--- src/rtl/asrt_ctrl_pkg.sv ---
// Shared types for the assertion-control scheduler: control codes, mask encodings,
// the queued command record and the scheduler FSM states.
package asrt_ctrl_pkg;

  typedef enum logic [3:0] {
    CTRL_LOCK   = 4'd1,
    CTRL_UNLOCK = 4'd2,
    CTRL_ON     = 4'd3,
    CTRL_OFF    = 4'd4,
    CTRL_KILL   = 4'd5
  } ctrl_e;

  // Assertion-type bits of amask; deferred immediates occupy two adjacent bits.
  typedef enum logic [7:0] {
    AT_CONC     = 8'h01,
    AT_S_IMM    = 8'h02,
    AT_D_IMM    = 8'h0C,
    AT_EXPECT   = 8'h10,
    AT_UNIQUE   = 8'h20,
    AT_UNIQUE0  = 8'h40,
    AT_PRIORITY = 8'h80
  } atype_e;

  typedef enum logic [2:0] {
    DT_ASSERT = 3'b001,
    DT_COVER  = 3'b010,
    DT_ASSUME = 3'b100
  } dtype_e;

  localparam logic [7:0] ALL_ASSERTS    = 8'hFF;
  localparam logic [2:0] ALL_DIRECTIVES = 3'b111;

  // Queue entries carry a fixed-width delay; the top uses only its low DLY_W bits.
  localparam int unsigned CMD_DLY_W = 32;

  typedef struct packed {
    logic [CMD_DLY_W-1:0] delay;
    logic [3:0]           ctrl;
    logic [7:0]           amask;
    logic [2:0]           dmask;
  } cmd_t;

  typedef enum logic [1:0] {
    ST_IDLE,
    ST_WAIT,
    ST_ISSUE
  } state_e;

  function automatic logic ctrl_legal(input logic [3:0] ctrl);
    case (ctrl)
      CTRL_LOCK, CTRL_UNLOCK, CTRL_ON, CTRL_OFF, CTRL_KILL: ctrl_legal = 1'b1;
      default:                                              ctrl_legal = 1'b0;
    endcase
  endfunction

  function automatic logic [7:0] expand_amask(input logic [7:0] amask);
    return (amask == '0) ? ALL_ASSERTS : amask;
  endfunction

  function automatic logic [2:0] expand_dmask(input logic [2:0] dmask);
    return (dmask == '0) ? ALL_DIRECTIVES : dmask;
  endfunction

endpackage

--- src/rtl/sync_fifo.sv ---
// Single-clock command FIFO; pointers carry one wrap bit to tell full from empty.
module sync_fifo
  import asrt_ctrl_pkg::*;
#(
  parameter int unsigned DEPTH = 4
) (
  input  logic clk,
  input  logic rst_n,
  input  logic wr_en_i,
  input  cmd_t wr_data_i,
  input  logic rd_en_i,
  output cmd_t rd_data_o,
  output logic full_o,
  output logic empty_o
);

  localparam int unsigned AW = $clog2(DEPTH);

  cmd_t           mem_q [DEPTH];
  logic [AW:0]    wr_ptr_q;
  logic [AW:0]    rd_ptr_q;
  logic           wr_fire;
  logic           rd_fire;

  assign full_o  = (wr_ptr_q[AW] != rd_ptr_q[AW]) && (wr_ptr_q[AW-1:0] == rd_ptr_q[AW-1:0]);
  assign empty_o = (wr_ptr_q == rd_ptr_q);
  assign wr_fire = wr_en_i && !full_o;
  assign rd_fire = rd_en_i && !empty_o;

  assign rd_data_o = mem_q[rd_ptr_q[AW-1:0]];

  // NOTE: storage is deliberately not reset; the pointers alone define which entries are valid.
  always_ff @(posedge clk) begin
    if (wr_fire) begin
      mem_q[wr_ptr_q[AW-1:0]] <= wr_data_i;
    end
  end

  // NOTE: state registers use non-blocking assignments so every flop samples pre-edge values.
  always_ff @(posedge clk or negedge rst_n) begin
    if (!rst_n) begin
      wr_ptr_q <= '0;
      rd_ptr_q <= '0;
    end else begin
      if (wr_fire) begin
        wr_ptr_q <= wr_ptr_q + (AW+1)'(1);
      end
      if (rd_fire) begin
        rd_ptr_q <= rd_ptr_q + (AW+1)'(1);
      end
    end
  end

endmodule

--- src/rtl/assert_ctrl_sched.sv ---
// Timed scheduler for assertion-control commands: queues host commands, releases each
// after its delay over valid/ready, and mirrors per-type enable/lock state.
module assert_ctrl_sched
  import asrt_ctrl_pkg::*;
#(
  parameter int unsigned DEPTH = 4,
  parameter int unsigned DLY_W = 16
) (
  input  logic             clk,
  input  logic             rst_n,
  input  logic             cmd_valid,
  output logic             cmd_ready,
  input  logic [DLY_W-1:0] cmd_delay,
  input  logic [3:0]       cmd_ctrl,
  input  logic [7:0]       cmd_amask,
  input  logic [2:0]       cmd_dmask,
  output logic             out_valid,
  input  logic             out_ready,
  output logic [3:0]       out_ctrl,
  output logic [7:0]       out_amask,
  output logic [2:0]       out_dmask,
  output logic [7:0]       en_mask,
  output logic [7:0]       lock_mask,
  output logic             kill_pulse,
  output logic             illegal_err,
  output logic             busy
);

  cmd_t             push_cmd;
  cmd_t             head_cmd;
  logic             fifo_full;
  logic             fifo_empty;
  logic             fifo_pop;

  state_e           state_q;
  logic [DLY_W-1:0] cnt_q;
  logic             out_valid_q;
  logic [3:0]       work_ctrl_q;
  logic [7:0]       work_amask_q;
  logic [2:0]       work_dmask_q;
  logic [7:0]       en_q, en_d;
  logic [7:0]       lock_q, lock_d;
  logic             kill_q, kill_d;
  logic             illegal_q;
  logic [7:0]       eff_mask;
  logic             issue_hs;

  always_comb begin
    push_cmd.delay = CMD_DLY_W'(cmd_delay);
    push_cmd.ctrl  = cmd_ctrl;
    push_cmd.amask = cmd_amask;
    push_cmd.dmask = cmd_dmask;
  end

  sync_fifo #(
    .DEPTH (DEPTH)
  ) u_fifo (
    .clk       (clk),
    .rst_n     (rst_n),
    .wr_en_i   (cmd_valid),
    .wr_data_i (push_cmd),
    .rd_en_i   (fifo_pop),
    .rd_data_o (head_cmd),
    .full_o    (fifo_full),
    .empty_o   (fifo_empty)
  );

  assign cmd_ready = !fifo_full;
  assign fifo_pop  = (state_q == ST_IDLE) && !fifo_empty;
  assign issue_hs  = out_valid_q && out_ready;

  // Locks are judged against the pre-update lock state, so a LOCK never masks itself.
  assign eff_mask = work_amask_q & ~lock_q;

  // NOTE: every always_comb output is given a default first so no path can infer a latch.
  always_comb begin
    en_d   = en_q;
    lock_d = lock_q;
    kill_d = 1'b0;
    if (issue_hs) begin
      case (work_ctrl_q)
        CTRL_ON:     en_d   = en_q | eff_mask;
        CTRL_OFF:    en_d   = en_q & ~eff_mask;
        CTRL_LOCK:   lock_d = lock_q | work_amask_q;
        CTRL_UNLOCK: lock_d = lock_q & ~work_amask_q;
        CTRL_KILL:   kill_d = |eff_mask;
        default:     ;
      endcase
    end
  end

  always_ff @(posedge clk or negedge rst_n) begin
    if (!rst_n) begin
      state_q      <= ST_IDLE;
      cnt_q        <= '0;
      out_valid_q  <= 1'b0;
      work_ctrl_q  <= '0;
      work_amask_q <= '0;
      work_dmask_q <= '0;
      en_q         <= ALL_ASSERTS;
      lock_q       <= '0;
      kill_q       <= 1'b0;
      illegal_q    <= 1'b0;
    end else begin
      en_q   <= en_d;
      lock_q <= lock_d;
      kill_q <= kill_d;
      unique case (state_q)
        ST_IDLE: begin
          if (!fifo_empty) begin
            if (!ctrl_legal(head_cmd.ctrl)) begin
              illegal_q <= 1'b1;
            end else begin
              work_ctrl_q  <= head_cmd.ctrl;
              work_amask_q <= expand_amask(head_cmd.amask);
              work_dmask_q <= expand_dmask(head_cmd.dmask);
              if (head_cmd.delay == '0) begin
                state_q     <= ST_ISSUE;
                out_valid_q <= 1'b1;
              end else begin
                cnt_q   <= head_cmd.delay[DLY_W-1:0];
                state_q <= ST_WAIT;
              end
            end
          end
        end
        ST_WAIT: begin
          // cnt is loaded with a non-zero delay, so it reaches 1 before it could wrap.
          cnt_q <= cnt_q - DLY_W'(1);
          if (cnt_q == DLY_W'(1)) begin
            state_q     <= ST_ISSUE;
            out_valid_q <= 1'b1;
          end
        end
        ST_ISSUE: begin
          if (out_ready) begin
            out_valid_q <= 1'b0;
            state_q     <= ST_IDLE;
          end
        end
        default: state_q <= ST_IDLE;
      endcase
    end
  end

  assign out_valid   = out_valid_q;
  assign out_ctrl    = work_ctrl_q;
  assign out_amask   = work_amask_q;
  assign out_dmask   = work_dmask_q;
  assign en_mask     = en_q;
  assign lock_mask   = lock_q;
  assign kill_pulse  = kill_q;
  assign illegal_err = illegal_q;
  assign busy        = !fifo_empty || (state_q != ST_IDLE);

endmodule

--- config.mk ---
export PLATFORM = sky130hd
export DESIGN_NAME = assert_ctrl_sched
export DESIGN_NICKNAME = d
export VERILOG_FILES = /design/src/rtl/asrt_ctrl_pkg.sv /design/src/rtl/sync_fifo.sv /design/src/rtl/assert_ctrl_sched.sv
export SDC_FILE = /design/constraint.sdc
export NUM_CORES = 1
export LEC_CHECK = 0
export BUFFER_PORTS_ARGS = -buffer_cell sky130_fd_sc_hd__buf_2
export CAP_MARGIN = 15
export CORE_MARGIN = 2
export CORE_UTILIZATION = 60
export CTS_BUF_LIST = sky130_fd_sc_hd__clkbuf_4
export DETAILED_ROUTE_END_ITERATION = 16
export PLACE_DENSITY = 0.81
export SKIP_LAST_GASP = 1
export SLEW_MARGIN = 30
export SYNTH_ARGS = -nofsm -noshare
export SYNTH_HDL_FRONTEND = slang
export SYNTH_SLANG_ARGS = --single-unit
--- constraint.sdc ---
create_clock -name clk -period 7.24 [get_ports clk]
set_clock_uncertainty 0.1 [all_clocks]
set_input_delay 1.448 -clock clk [delete_from_list [all_inputs] [get_ports clk]]
set_output_delay 1.448 -clock clk [all_outputs]
set_load 0.01 [all_outputs]
==> flow_metrics.py <==
metrics = {
    "worst_hold_path": {
        "hold_depth": 2,
        "whs_endpoint": "out_dmask[0]$_DFFE_PN0P_",
        "hold_start": "out_dmask[0]$_DFFE_PN0P_",
        "hold_class": "flop to flop",
    },
    "synth": {
        "syn_nets": 521,
        "netlist_area_mm2": 0.00752,
        "yosys_most_used_dff": "edfxtp_1",
        "synth_edf_count": 124,
        "yosysTopAreaCell": "edfxtp_1",
        "synth_warnings": 0,
        "synth_top_area_share": 0.495,
        "ys_ff_latch": 182,
        "avgSynthCellArea_um2": 15.7,
        "synthCells": 479,
        "synthTopCellsByArea": "edfxtp_1 50%, dfrtp_1 17%, mux4_2 9.0%",
        "synth-async-reset-ratio": 0.319,
        "seq_area_frac_synth": 0.689,
        "ys_types": 55,
    },
    "layout": {
        "final_cell_mix": "124 x edfxtp_1, 70 x buf_2, 49 x dfrtp_1, 30 x mux4_2, 29 x nand2_1",
        "layout.nets": 594,
        "area_delta_synth_final_pct": 10.4,
        "nFillCells": 833,
        "seq_area_mm2": 0.00519,
        "mostFrequentLayoutCell": "edfxtp_1",
        "multi_input_area_mm2": 0.00218,
        "drive_above_1_share": 0.297,
    },
    "critical_path": {
        "crit_path_start_kind": "flop",
        "path_max_fanout": 34,
        "worstPathArrival_ns": 2.30,
        "crit_type": "flop to primary output",
        "r2r_end": "cnt_q[12]$_DFFE_PN0P_",
        "required_ns": 5.69,
        "rrSetupSlack_ns": 3.78,
        "timing.rr.start": "u_fifo.rd_ptr_q[0]$_DFFE_PN0P_",
        "reg2regPathDepth": 5,
        "end_kind": "primary output",
    },
    "pwr": {
        "swShare": 0.356,
        "p_clk_frac": 0.171,
        "p_int_mw": 2.14,
        "power_mw": 3.33,
        "ir_worst_vdd_mv": 0.172,
        "seqPwrFrac": 0.503,
        "combPwrFrac": 0.326,
        "power.leakage_nw": 3.04,
        "power_switching_mw": 1.19,
        "power_density_mw_per_mm2": 401,
    },
    "placed_design": {
        "place.port_buffers": 70,
        "gp_congestion": 0.870,
        "place_ws_ns": 3.76,
        "dp_hpwl_um": 9240,
    },
    "floorplanning": {
        "die_w_um": 116,
        "start_util": 0.621,
        "die_h_um": 116,
        "die_area_mm2": 0.0134,
        "ioPinCount": 71,
        "core_mm2": 0.0121,
        "row_count": 40,
    },
    "clock_network": {
        "ctsResizeCount": 0,
        "cts-root-buf": "clkbuf_4",
        "htree_levels": 4,
        "cts-buffers-inserted": 17,
        "clkLatencyLatePin_ns": 0.56,
        "numClockSinks": 182,
        "post_cts_buffers": 0,
        "clk_pin_slew_ns": 0.15,
        "clockBufferDepth": 2,
        "cts_hold_buf": 0,
        "cts_tree": "yes",
    },
    "status": {
        "outcome": "finished, final reports clean",
    },
    "sta": {
        "rsz0062_at_grt": "false",
        "worst_pin_slew_ns": 0.908,
        "max_freq_mhz": 260,
        "slew_viol_final": 0,
        "fin_crit_sh": 0.531,
        "tns_ns": 0,
        "setup_ws_ns": 3.40,
        "min_period_ns": 3.84,
        "relSlewSlack": 0.393,
        "setup_violations": 0,
        "hold_viol_final": 0,
    },
    "drt": {
        "drt_iter0_markers": 409,
        "vias": 4464,
        "detail-route-antenna-nets": 0,
        "wl_per_cell_um": 18.9,
        "drc_errors": 0,
        "first_pass_iters": 4,
        "via_per_inst": 6.08,
        "drt_wl_total_um": 13900,
    },
    "grt": {
        "grt_first_pass_wirelength_um": 22200,
        "grt.total_usage": 0.222,
        "overflow": 0,
        "grt_max_degree": 59,
        "grt_pass1_vias": 4369,
        "antenna_found_initial": 1,
    },
    "run": {
        "cap_viol_max_count": 0,
    },
}
worst max path at each step:
stage | start | to | cells after the start
final | u_fifo.rd_ptr_q[0]$_DFFE_PN0P_ | busy | 4
after global routing | u_fifo.rd_ptr_q[0]$_DFFE_PN0P_ | busy | 4
after CTS | u_fifo.rd_ptr_q[0]$_DFFE_PN0P_ | busy | 4
after detailed placement | u_fifo.rd_ptr_q[0]$_DFFE_PN0P_ | cnt_q[12]$_DFFE_PN0P_ | 5
after global placement | u_fifo.rd_ptr_q[0]$_DFFE_PN0P_ | cnt_q[3]$_DFFE_PN0P_ | 5
after floorplan | u_fifo.rd_ptr_q[0]$_DFFE_PN0P_ | busy | 6
Yosys cell counts (10+ instances only):
library cell  count
edfxtp_1        124
dfrtp_1          50
mux4_2           30
nand2_1          29
nor2_1           26
nor3_1           21
a21oi_1          17
inv_1            12
a31oi_1          10
nand3_1          10
o21ai_0          10
sequential cells by signal, summed over array words and instances, names as in the netlist, named ones only:
signal,cells
u_fifo.wr_ptr_q,3
cnt_q,16
state_q,2
out_valid,1
out_dmask,3
out_ctrl,4
u_fifo.rd_ptr_q,3
out_amask,8
illegal_err,1
u_fifo.mem_q,124
kill_pulse,1
critical path, cell delays in order, from the launching register on:
cell and delay, ns:
dfrtp_4 0.89, xnor2_1 0.24, and3_1 0.31, nand2_1 0.11, buf_2 0.16
metrics by stage:
| step | hold slack [ns] | utilization | cells | cell area [um2] |
|---|---|---|---|---|
| floorplan | 0.362 | - | 479 | 7520 |
| global placement | 0.360 | 0.660 | 701 | 7990 |
| detailed placement | 0.364 | 0.661 | 701 | 8000 |
| CTS | 0.396 | 0.685 | 733 | 8300 |
| global route | 0.424 | 0.685 | 734 | 8300 |
| finish | 0.393 | 0.685 | 734 | 8300 |
kinds of logic (layout without fill, tap and decap cells):
kind of cell	after synthesis	after routing	share of synthesized area
other cells	0	1	0
simple gates	144	144	0.101
flops	182	182	0.689
mux	40	40	0.107
compound gates	66	66	0.0581
fa+ha+maj	7	7	0.0116
buf+inv	32	118	0.0235
xor+xnor	8	8	0.00932
metal layers:
layer,global-route usage,vias up,wire length [um]
met4,0.0889,0,264
met1,0.316,2260,6090
met5,0,-,0
met3,0.0554,29,863
met2,0.335,160,6680
li1,-,2015,-
power by group through the flow:
| stage | sequential (mW) | clock, mW | combinational (mW) |
|---|---|---|---|
| after floorplan | 1.63 | 0 | 0.805 |
| after global placement | 1.68 | 0 | 1.05 |
| after detailed placement | 1.70 | 0 | 1.08 |
| after CTS | 1.68 | 0.578 | 1.09 |
| after global routing | 1.72 | 0.622 | 1.19 |
| final | 1.67 | 0.568 | 1.09 |
area by class of cell:
type / instances / area share
Inverter: 12 / 0.00543
Timing Repair Buffer: 74 / 0.0458
Clock buffer: 17 / 0.0154
Sequential cell: 182 / 0.625
Tap cell: 168 / 0.0253
Multi-Input combinational cell: 265 / 0.262
Clock inverter: 15 / 0.0206
Antenna cell: 1 / 0.000301
Power figures use the tool's default switching activity.
